==> config.mk <==
export PLATFORM = sky130hd
export DESIGN_NAME = decim_sequencer_flat
export DESIGN_NICKNAME = d
export VERILOG_FILES = /design/src/rtl/decim_pkg.sv /design/src/rtl/decim_sequencer_if.sv /design/src/rtl/decim_fifo.sv /design/src/rtl/decim_sequencer.sv /design/src/flat_wrapper.sv
export SDC_FILE = /design/constraint.sdc
export NUM_CORES = 1
export LEC_CHECK = 0
export CORE_MARGIN = 2
export CORE_UTILIZATION = 58
export CTS_CLUSTER_DIAMETER = 30
export DETAILED_ROUTE_END_ITERATION = 8
export DONT_BUFFER_PORTS = 1
export PLACE_DENSITY_LB_ADDON = 0.1
export RECOVER_POWER = 100
export SLEW_MARGIN = 15
export SYNTH_ARGS = -nofsm -noshare
export SYNTH_HDL_FRONTEND = slang
export SYNTH_SLANG_ARGS = --single-unit
export TNS_END_PERCENT = 100
==> constraint.sdc <==
create_clock -name clk -period 3.7 [get_ports clk]
set_input_delay 0.37 -clock clk [delete_from_list [all_inputs] [get_ports clk]]
set_output_delay 0.37 -clock clk [all_outputs]
set_load 0.02 [all_outputs]
==> src/rtl/decim_pkg.sv <==
// rtl/decim_pkg.sv - shared types and constants for the decimation sequencer
package decim_pkg;

    typedef enum logic [1:0] {
        ST_IDLE   = 2'd0,
        ST_SETTLE = 2'd1,
        ST_RUN    = 2'd2,
        ST_DONE   = 2'd3
    } state_t;

    localparam int OSR_LOG2_MIN = 1;
    localparam int OSR_LOG2_MAX = 10;
    localparam int FCNT_W       = 10;
    localparam int DATA_W_DEF   = 12;

    // Frame length exponent is forced into the range the 10-bit frame counter supports
    function automatic logic [3:0] clamp_osr(input logic [3:0] k);
        logic [3:0] r;
        r = k;
        if (k < 4'(OSR_LOG2_MIN)) begin
            r = 4'(OSR_LOG2_MIN);
        end else if (k > 4'(OSR_LOG2_MAX)) begin
            r = 4'(OSR_LOG2_MAX);
        end
        return r;
    endfunction

endpackage

==> src/rtl/decim_sequencer_if.sv <==
// rtl/decim_sequencer_if.sv - valid/ready readout port of the decimation sequencer
interface decim_sequencer_if
    import decim_pkg::*;
#(
    parameter int DATA_W = DATA_W_DEF
);
    logic [DATA_W-1:0] out_data;
    logic              out_valid;
    logic              out_ready;

    modport master (output out_data, output out_valid, input out_ready);
    modport slave  (input out_data, input out_valid, output out_ready);
endinterface

==> src/rtl/decim_fifo.sv <==
// rtl/decim_fifo.sv - small synchronous FIFO with flush and registered head
module decim_fifo
    import decim_pkg::*;
#(
    parameter int DATA_W     = DATA_W_DEF,
    parameter int FIFO_DEPTH = 4
) (
    input  logic              clk,
    input  logic              rst_n,
    input  logic              flush,
    input  logic              push,
    input  logic              pop,
    input  logic [DATA_W-1:0] push_data,
    output logic [DATA_W-1:0] rd_data,
    output logic              full,
    output logic              empty
);
    localparam int PTR_W = (FIFO_DEPTH > 1) ? $clog2(FIFO_DEPTH) : 1;

    logic [DATA_W-1:0] mem [FIFO_DEPTH];
    logic [PTR_W-1:0]  wr_ptr;
    logic [PTR_W-1:0]  rd_ptr;
    logic [PTR_W:0]    count;
    logic              do_push;
    logic              do_pop;

    assign full    = (count == (PTR_W+1)'(FIFO_DEPTH));
    assign empty   = (count == '0);
    assign do_pop  = pop && !empty;
    // A pop frees the slot in the same cycle, so a full FIFO still takes a push
    assign do_push = push && (!full || do_pop);
    assign rd_data = mem[rd_ptr];

    // Storage, pointers and occupancy; flush discards everything held
    always_ff @(posedge clk or negedge rst_n) begin
        if (!rst_n) begin
            wr_ptr <= '0;
            rd_ptr <= '0;
            count  <= '0;
            for (int i = 0; i < FIFO_DEPTH; i++) begin
                mem[i] <= '0;
            end
        end else if (flush) begin
            wr_ptr <= '0;
            rd_ptr <= '0;
            count  <= '0;
        end else begin
            if (do_push) begin
                mem[wr_ptr] <= push_data;
                wr_ptr      <= wr_ptr + PTR_W'(1);
            end
            if (do_pop) begin
                rd_ptr <= rd_ptr + PTR_W'(1);
            end
            count <= count + (PTR_W+1)'(do_push) - (PTR_W+1)'(do_pop);
        end
    end

endmodule

==> src/rtl/decim_sequencer.sv <==
// rtl/decim_sequencer.sv - frame timing, settle discard and burst capture for the decimator
module decim_sequencer
    import decim_pkg::*;
#(
    parameter int DATA_W        = DATA_W_DEF,
    parameter int FIFO_DEPTH    = 4,
    parameter int SETTLE_FRAMES = 2,
    parameter int BURST_W       = 8
) (
    input  logic               clk,
    input  logic               rst_n,
    input  logic [3:0]         cfg_osr_log2,
    input  logic [BURST_W-1:0] cfg_burst,
    input  logic               start,
    input  logic               abort,
    input  logic [DATA_W-1:0]  data_in,
    decim_sequencer_if.master  rd,
    output logic               busy,
    output logic               done,
    output logic               overflow
);
    localparam int SCNT_W = (SETTLE_FRAMES > 1) ? $clog2(SETTLE_FRAMES + 1) : 1;

    state_t             state;
    state_t             state_nx;
    logic [3:0]         osr_q;
    logic [BURST_W-1:0] burst_q;
    logic [BURST_W-1:0] bcnt;
    logic [FCNT_W-1:0]  fcnt;
    logic [FCNT_W-1:0]  frame_last;
    logic [SCNT_W-1:0]  scnt;
    logic               start_ok;
    logic               active;
    logic               frame_end;
    logic               settle_last;
    logic               cap;
    logic               burst_last;
    logic               fifo_full;
    logic               fifo_empty;
    logic               pop;

    assign frame_last  = FCNT_W'((11'd1 << osr_q) - 11'd1);
    assign start_ok    = start && !abort && (state == ST_IDLE);
    assign active      = (state == ST_SETTLE) || (state == ST_RUN);
    assign frame_end   = active && (fcnt == frame_last);
    assign settle_last = (scnt == SCNT_W'(SETTLE_FRAMES - 1));
    // An aborting cycle captures nothing, even if it lands on a frame end
    assign cap         = (state == ST_RUN) && frame_end && !abort;
    assign burst_last  = (burst_q != '0) && ((bcnt + BURST_W'(1)) == burst_q);
    assign pop         = rd.out_valid && rd.out_ready;
    assign rd.out_valid = !fifo_empty;

    // State register
    always_ff @(posedge clk or negedge rst_n) begin
        if (!rst_n) begin
            state <= ST_IDLE;
        end else begin
            state <= state_nx;
        end
    end

    // Next-state decode and Moore status outputs; abort overrides every transition
    always_comb begin
        state_nx = state;
        busy     = (state != ST_IDLE);
        done     = (state == ST_DONE);
        case (state)
            ST_IDLE:   if (start_ok) state_nx = ST_SETTLE;
            ST_SETTLE: if (frame_end && settle_last) state_nx = ST_RUN;
            ST_RUN:    if (cap && burst_last) state_nx = ST_DONE;
            ST_DONE:   state_nx = ST_IDLE;
            default:   state_nx = ST_IDLE;
        endcase
        if (abort) begin
            state_nx = ST_IDLE;
        end
    end

    // Config latches, frame/settle/burst counters and the sticky overflow flag
    always_ff @(posedge clk or negedge rst_n) begin
        if (!rst_n) begin
            osr_q    <= '0;
            burst_q  <= '0;
            fcnt     <= '0;
            scnt     <= '0;
            bcnt     <= '0;
            overflow <= 1'b0;
        end else if (start_ok) begin
            osr_q    <= clamp_osr(cfg_osr_log2);
            burst_q  <= cfg_burst;
            fcnt     <= '0;
            scnt     <= '0;
            bcnt     <= '0;
            overflow <= 1'b0;
        end else begin
            if (active) begin
                fcnt <= frame_end ? '0 : fcnt + FCNT_W'(1);
            end else begin
                fcnt <= '0;
            end
            if ((state == ST_SETTLE) && frame_end) begin
                scnt <= scnt + SCNT_W'(1);
            end
            if (cap) begin
                bcnt <= bcnt + BURST_W'(1);
            end
            if (cap && fifo_full && !pop) begin
                overflow <= 1'b1;
            end
        end
    end

    decim_fifo #(
        .DATA_W     (DATA_W),
        .FIFO_DEPTH (FIFO_DEPTH)
    ) u_fifo (
        .clk       (clk),
        .rst_n     (rst_n),
        .flush     (start_ok),
        .push      (cap),
        .pop       (pop),
        .push_data (data_in),
        .rd_data   (rd.out_data),
        .full      (fifo_full),
        .empty     (fifo_empty)
    );

endmodule

==> src/flat_wrapper.sv <==
// flat-port wrapper written by rule: the top's interface ports become plain ports
module decim_sequencer_flat import decim_pkg::*;
#(
    parameter int DATA_W        = DATA_W_DEF,
    parameter int FIFO_DEPTH    = 4,
    parameter int SETTLE_FRAMES = 2,
    parameter int BURST_W       = 8
)
  (clk, rst_n, cfg_osr_log2, cfg_burst, start, abort, data_in, busy, done, overflow, rd_out_data, rd_out_valid, rd_out_ready);
  decim_sequencer_if #(.DATA_W(DATA_W)) rd_i ();
  input  logic clk;
  input  logic rst_n;
  input  logic [3:0] cfg_osr_log2;
  input  logic [BURST_W-1:0] cfg_burst;
  input  logic start;
  input  logic abort;
  input  logic [DATA_W-1:0] data_in;
  output logic busy;
  output logic done;
  output logic overflow;
  output wire logic [$bits(rd_i.out_data)-1:0] rd_out_data;
  output wire logic [$bits(rd_i.out_valid)-1:0] rd_out_valid;
  input wire logic [$bits(rd_i.out_ready)-1:0] rd_out_ready;
  assign rd_out_data = rd_i.out_data;
  assign rd_out_valid = rd_i.out_valid;
  assign rd_i.out_ready = rd_out_ready;
  decim_sequencer #(.DATA_W(DATA_W), .FIFO_DEPTH(FIFO_DEPTH), .SETTLE_FRAMES(SETTLE_FRAMES), .BURST_W(BURST_W)) u_core (.clk(clk), .rst_n(rst_n), .cfg_osr_log2(cfg_osr_log2), .cfg_burst(cfg_burst), .start(start), .abort(abort), .data_in(data_in), .rd(rd_i), .busy(busy), .done(done), .overflow(overflow));
endmodule
### Word-level counts from Yosys, hierarchy flattened

Index checks and enable logic that the tools add are counted.

* add/subtract/negate cells: 8
* order comparisons: 5
* eq/ne operators: 10
* shifts and indexed selects: 1
* mux-type cells: 27
* bitwise logic cells: 3
* reduce and logical (&&, ||, !) cells: 32

Operators with widths (number)
* 48-bit bitwise mux: 1
* 12-bit two-way mux: 3
* 10-bit two-way mux: 3
* 12-bit binary-select mux with 2-bit select: 1
* 12-bit demux with 2-bit select: 1
* 2-bit two-way mux: 10
* 8-bit two-way mux: 2
* 1-bit logical AND: 15
* 2-bit nonzero test: 6
* 10-bit by 1-bit adder with 10-bit output (second input constant): 1
* 10-bit equality test: 1
* 1-bit by 4-bit left shift with 10-bit output (first input constant): 1
* 10-bit by 1-bit subtractor with 10-bit output (second input constant): 1
* 8-bit by 1-bit adder with 8-bit output (second input constant): 1
* 8-bit equality test: 1
* 4-bit two-way mux: 2
* 2-bit one-hot mux with 4 select lines: 1
* 8-bit nonzero test: 1
* 2-bit by 1-bit adder with 2-bit output (second input constant): 3
* 3-bit >= comparator (second input constant): 2
* 3-bit by 2-bit != test with 1-bit output (second input constant): 2
* 2-bit inverter with 3-bit output: 2
* 2-bit by 1-bit equality test with 1-bit output (second input constant): 2
* 2-bit equality test (second input constant): 2
* other kinds (16): 21

* bits in registers: 90
* bits of input ports: 29
* output and inout port bits: 16

### Logic depth before layout (Yosys ltp)

* depth after elaboration: 10
* depth in mapped cells: 19

### Cells and area by module

A second synthesis with hierarchy kept.

* cell total of the unflattened synthesis: 409
* area, all modules: 4734.5 µm²

By module, submodules not included
* decim_fifo: instances 1, cells each 163, area each 2566.2 µm², seq. area each 1376.3 µm²
* decim_sequencer: instances 1, cells each 246, area each 2168.3 µm², seq. area each 875.8 µm²

### Worst setup path after synthesis

OpenSTA, ideal clock, no wires.

* kind: register to register
* from: register u_core.osr_q[3]
* to: register u_core.u_fifo.count[2]
* arrival: 3.680 ns
* setup slack: -0.112 ns
* cell stages (with the launch flop): 20
* buffers on the path: 2
* cell sequence: dfrtp_1 > clkbuf_1 > nor2_1 > nand3b_1 > ha_1 > or3_1 > a21oi_1 > o21ai_1 > a2111oi_4 > and3_1 > buf_4 > nand2b_1 > ha_1 > inv_1 > ha_1 > inv_1 > fa_1 > xor2_1 > xnor2_1 > nor2_1

* longest elaborated chain between the ends: 10

RTL lines
* from (decl): RTL line decim_sequencer.sv:26 `logic [3:0] osr_q;`
* from (signal assigned): RTL line decim_sequencer.sv:89 `osr_q <= clamp_osr(cfg_osr_log2);`
* 1-bit by 4-bit left shift with 10-bit output: RTL line decim_sequencer.sv:42 `assign frame_last = FCNT_W'((11'd1 << osr_q) - 11'd1);`
* 10-bit by 1-bit subtractor with 10-bit output: RTL line decim_sequencer.sv:42
* 10-bit equality test: RTL line decim_sequencer.sv:45 `assign frame_end = active && (fcnt == frame_last);`
* 1-bit logical AND: RTL line decim_sequencer.sv:45
* 1-bit logical AND (2 in series): RTL line decim_sequencer.sv:48 `assign cap = (state == ST_RUN) && frame_end && !abort;`
* 1-bit logical AND: RTL line decim_fifo.sv:31 `assign do_push = push && (!full || do_pop);`
* 3-bit by 1-bit adder with 3-bit output: RTL line decim_fifo.sv:55 `count <= count + (PTR_W+1)'(do_push) - (PTR_W+1)'(do_pop);`
* 3-bit by 1-bit subtractor with 3-bit output: RTL line decim_fifo.sv:55
* 3-bit two-way mux: RTL line decim_fifo.sv:43 `end else if (flush) begin`
* to (signal assigned): RTL line decim_fifo.sv:55
* to (decl): RTL line decim_fifo.sv:23 `logic [PTR_W:0] count;`

Every way passes these cells.
A chain may end at the register's enable or synchronous reset.

### Worst setup path after layout

* from: register u_core.osr_q[3]
* to: register u_core.u_fifo.mem[1] (netlist bit)

* longest elaborated chain between the ends: 8

RTL lines
* 1-bit by 4-bit left shift with 10-bit output: RTL line decim_sequencer.sv:42
* 10-bit by 1-bit subtractor with 10-bit output: RTL line decim_sequencer.sv:42
* 10-bit equality test: RTL line decim_sequencer.sv:45
* 1-bit logical AND: RTL line decim_sequencer.sv:45
* 1-bit logical AND (2 in series): RTL line decim_sequencer.sv:48
* 1-bit logical AND: RTL line decim_fifo.sv:31
* 2-bit AND reduction (no line)
* to (signal, indexed assignment): RTL line decim_fifo.sv:49 `mem[wr_ptr] <= push_data;`
* to (decl): RTL line decim_fifo.sv:20 `logic [DATA_W-1:0] mem [FIFO_DEPTH];`

Every way passes these cells.

==> flow_metrics.env <==
export IMPL_path_class="flop to flop"
export IMPL_synth_edf_count=0
export IMPL_drv_cap=1
export IMPL_antenna_found_initial=0
export IMPL_seq_power_share=0.448
export IMPL_worstPathMaxFanout=15
export IMPL_rsz0062_at_grt="no"
export IMPL_drive_above_1_share=0.163
export IMPL_cts_sinks=90
export IMPL_clock_path_buffers=2
export IMPL_ioPinCount=45
export IMPL_synthesis_nets=451
export IMPL_syn_avg_cell_area_um2=12.0
export IMPL_final_setup_viol_count=0
export IMPL_syn_inst=406
export IMPL_violations="capacitance limit, slew limit"
export IMPL_clkPwrFrac=0.241
export IMPL_register_area_mm2=0.00225
export IMPL_synth_ff_type="dfrtp_1"
export IMPL_max_stage_delay_ns=0.67
export IMPL_clk_pin_slew_ns=0.10
export IMPL_wl_per_cell_um=16.8
export IMPL_synth_warnings=0
export IMPL_antennaDiodeCount=0
export IMPL_syn_to_final_growth_pct=2.77
export IMPL_viasPerCell=5.66
export IMPL_via_count=2916
export IMPL_r2r_start="u_core.osr_q[3]"
export IMPL_drt_first_pass_iters=4
export IMPL_routed_wl_um=8640
export IMPL_rows=33
export IMPL_skew_ns=0.0147
export IMPL_detail_route_antenna_nets=0
export IMPL_gp_congestion=0.755
export IMPL_coreArea_mm2=0.00818
export IMPL_grt_overflow_total=0
export IMPL_p_leak_uw=0.00243
export IMPL_hold_path_class="input pin to flop"
export IMPL_p_sw_uw=1030
export IMPL_ir_worst_vdd_mv=0.323
export IMPL_hold_violations=0
export IMPL_fin_setup_tns_ns=0
export IMPL_die_x_um=95.8
export IMPL_cts_tree="done"
export IMPL_sw_frac_of_total=0.357
export IMPL_max_freq_mhz=284
export IMPL_r2r_cells=11
export IMPL_fillerInstances=675
export IMPL_stdcell_count=515
export IMPL_fp_dieH_um=95.8
export IMPL_intPower_uw=1850
export IMPL_clock_root_buffer="clkbuf_8"
export IMPL_powerDensity_mw_per_mm2=574
export IMPL_ys_seq_area_frac=0.461
export IMPL_cpMaxStageDelayCell="and3_1"
export IMPL_yosysUniqueCellTypes=55
export IMPL_nets=450
export IMPL_numCtsBuffers=9
export IMPL_setup_worst_path_end="u_core.u_fifo.mem[1]"
export IMPL_end_kind="flop"
export IMPL_dp_hpwl_um=5730
export IMPL_worstPathArrival_ns=3.76
export IMPL_grt_usage=0.206
export IMPL_grt_pass1_wl_um=14400
export IMPL_grt_max_degree=91
export IMPL_status="complete, but fails checks"
export IMPL_netlist_area_mm2=0.00488
export IMPL_dp_cells=496
export IMPL_worst_pin_slew_ns=2.17
export IMPL_clkLatencyLatePin_ns=0.36
export IMPL_port_buffers=0
export IMPL_drtIter0Drc=131
export IMPL_async_flop_share=1.00
export IMPL_finalMaxSlewViolations=91
export IMPL_startpoint="u_core.osr_q[3]"
export IMPL_combPwrFrac=0.311
export IMPL_critPathLaunchType="flop"
export IMPL_r2r_slack_ns=0.18
export IMPL_path_cells="nor2_4, nand3b_1, ha_2, or3_1, a21oi_2, o21ai_2, a2111oi_4, and3_4, buf_4, and3_1, mux2_2"
export IMPL_start_util=0.597
export IMPL_slew_headroom=-0.446
export IMPL_period_share=0.950
export IMPL_crit_required_ns=3.95
export IMPL_synth_seq_cells=90
export IMPL_h_tree_depth=3
export IMPL_multi_input_area_mm2=0.00231
export IMPL_drcViolationCount=0
export IMPL_r2r_end="u_core.u_fifo.mem[1]"
export IMPL_finalCriticalPeriod_ns=3.52
export IMPL_hp_start="cfg_burst[2]"
export IMPL_dieArea_mm2=0.00917
export IMPL_grt_pass1_vias=2948
==> cell families after synthesis <==
family | share of synthesized area
buffers and inverters | 0.0430
XOR/XNOR | 0.0502
multiplexers | 0.215
AO/OA/AOI/OAI | 0.0574
flip-flops | 0.461
adder cells (fa/ha/maj) | 0.0425
AND/OR/NAND/NOR | 0.131
==> stage by stage <==
stage          utilization  setup WS, ns  cell area [um2]  hold WS [ns]  power, uW
2_1_floorplan            -        0.0186             4930        0.0744       2040
3_3_place_gp         0.603         0.200             4930        0.0765       2170
6_report             0.614         0.184             5020         0.116       2880
3_5_place_dp         0.603        0.0943             4930        0.0767       2190
4_1_cts              0.633        0.0684             5180        0.0973       2930
5_1_grt              0.614        0.0144             5020        0.0876       3110
==> power by group through the flow <==
stage / combinational [uW] / sequential [uW] / clock [uW]
after detailed placement: 872 / 1320 / 0
final: 895 / 1290 / 695
after floorplan: 824 / 1220 / 0
after global placement: 851 / 1320 / 0
after global routing: 1010 / 1320 / 774
after CTS: 904 / 1300 / 723
==> worst max-delay path: cells and delay by family, from the launching register on <==
kind                     cells  cell delay [ns]
AO/OA/AOI/OAI                3             0.61
adder cells (fa/ha/maj)      1             0.23
buffers and inverters        1             0.21
flip-flops                   1             0.42
multiplexers                 1             0.42
AND/OR/NAND/NOR              5             1.53
==> state kept, by name, summed over array words and instances (netlist names) <==
signal / cells
u_core.state: 2
u_core.bcnt: 8
u_core.u_fifo.mem: 48
u_core.fcnt: 10
u_core.osr_q: 4
u_core.overflow: 1
u_core.u_fifo.wr_ptr: 2
u_core.u_fifo.rd_ptr: 2
u_core.burst_q: 8
u_core.u_fifo.count: 3
u_core.scnt: 2
==> synthesized netlist by cell type (9+ instances only) <==
master     n  area (um2)
nor2_1    29         109
mux2_4    40         601
nand2_1   55         206
xnor2_1   14         123
dfrtp_1   90        2250
inv_1     12        45.0
nand3_1   10        50.1
mux4_2    12         270
ha_1      15         188
clkbuf_1  10        37.5
mux2i_1    9        90.1
xor2_1    14         123
==> area by class of cell <==
type / count / share of cell area
multi-input combinational: 282 / 0.460
tap: 105 / 0.0262
sequential: 90 / 0.449
timing repair buffer: 10 / 0.0142
clock buffer: 9 / 0.0247
clock inverter: 7 / 0.0169
inverter: 12 / 0.00897
==> placed cells by master (no fill, tap or decap), types with 3 or more instances in the layout <==
master | Yosys | routed
o21ai_0 | 6 | 6
mux4_2 | 12 | 12
and3_1 | 5 | 8
a21oi_1 | 8 | 7
nor2_1 | 29 | 28
buf_4 | 2 | 7
nand4_1 | 4 | 4
ha_1 | 15 | 14
or3_1 | 4 | 4
mux2_4 | 40 | 8
mux2i_1 | 9 | 9
mux2_1 | 0 | 32
clkbuf_8 | 0 | 9
nand2b_1 | 5 | 4
nor3_1 | 5 | 5
dfrtp_1 | 90 | 89
mux2_2 | 8 | 8
xor2_1 | 14 | 14
nand2_1 | 55 | 55
xnor2_1 | 14 | 14
inv_1 | 12 | 12
nand3_1 | 10 | 10
inv_6 | 0 | 3
==> per-layer routing <==
layer  up-vias  wire length (um)  share of wire  GRT usage
met5         -                 0              0          0
met4         0                58         0.0067     0.0393
met3         4               386          0.045     0.0595
met2        52              4250           0.49      0.340
met1      1441              3950           0.46      0.275
li1       1419                 -              -          -
==> how the worst min path moves through the flow <==
stage / slack, ns / endpoint / depth (start not counted)
final: 0.12 / u_core.burst_q[2] / 2
after global placement: 0.08 / u_core.u_fifo.mem[25] / 0
after global routing: 0.09 / u_core.burst_q[0] / 2
after CTS: 0.1 / u_core.burst_q[2] / 2
after floorplan: 0.07 / u_core.bcnt[0] / 0
after detailed placement: 0.08 / u_core.u_fifo.mem[25] / 0
==> timing repair <==
action                                  in CTS  in global routing
hold buffers                                 2                  0
endpoints found under the setup margin       0                  1
hold endpoints to repair                    90                  0
gates resized for setup                      0                  2
setup buffers                                0                  1
Power figures use the tool's default switching activity.
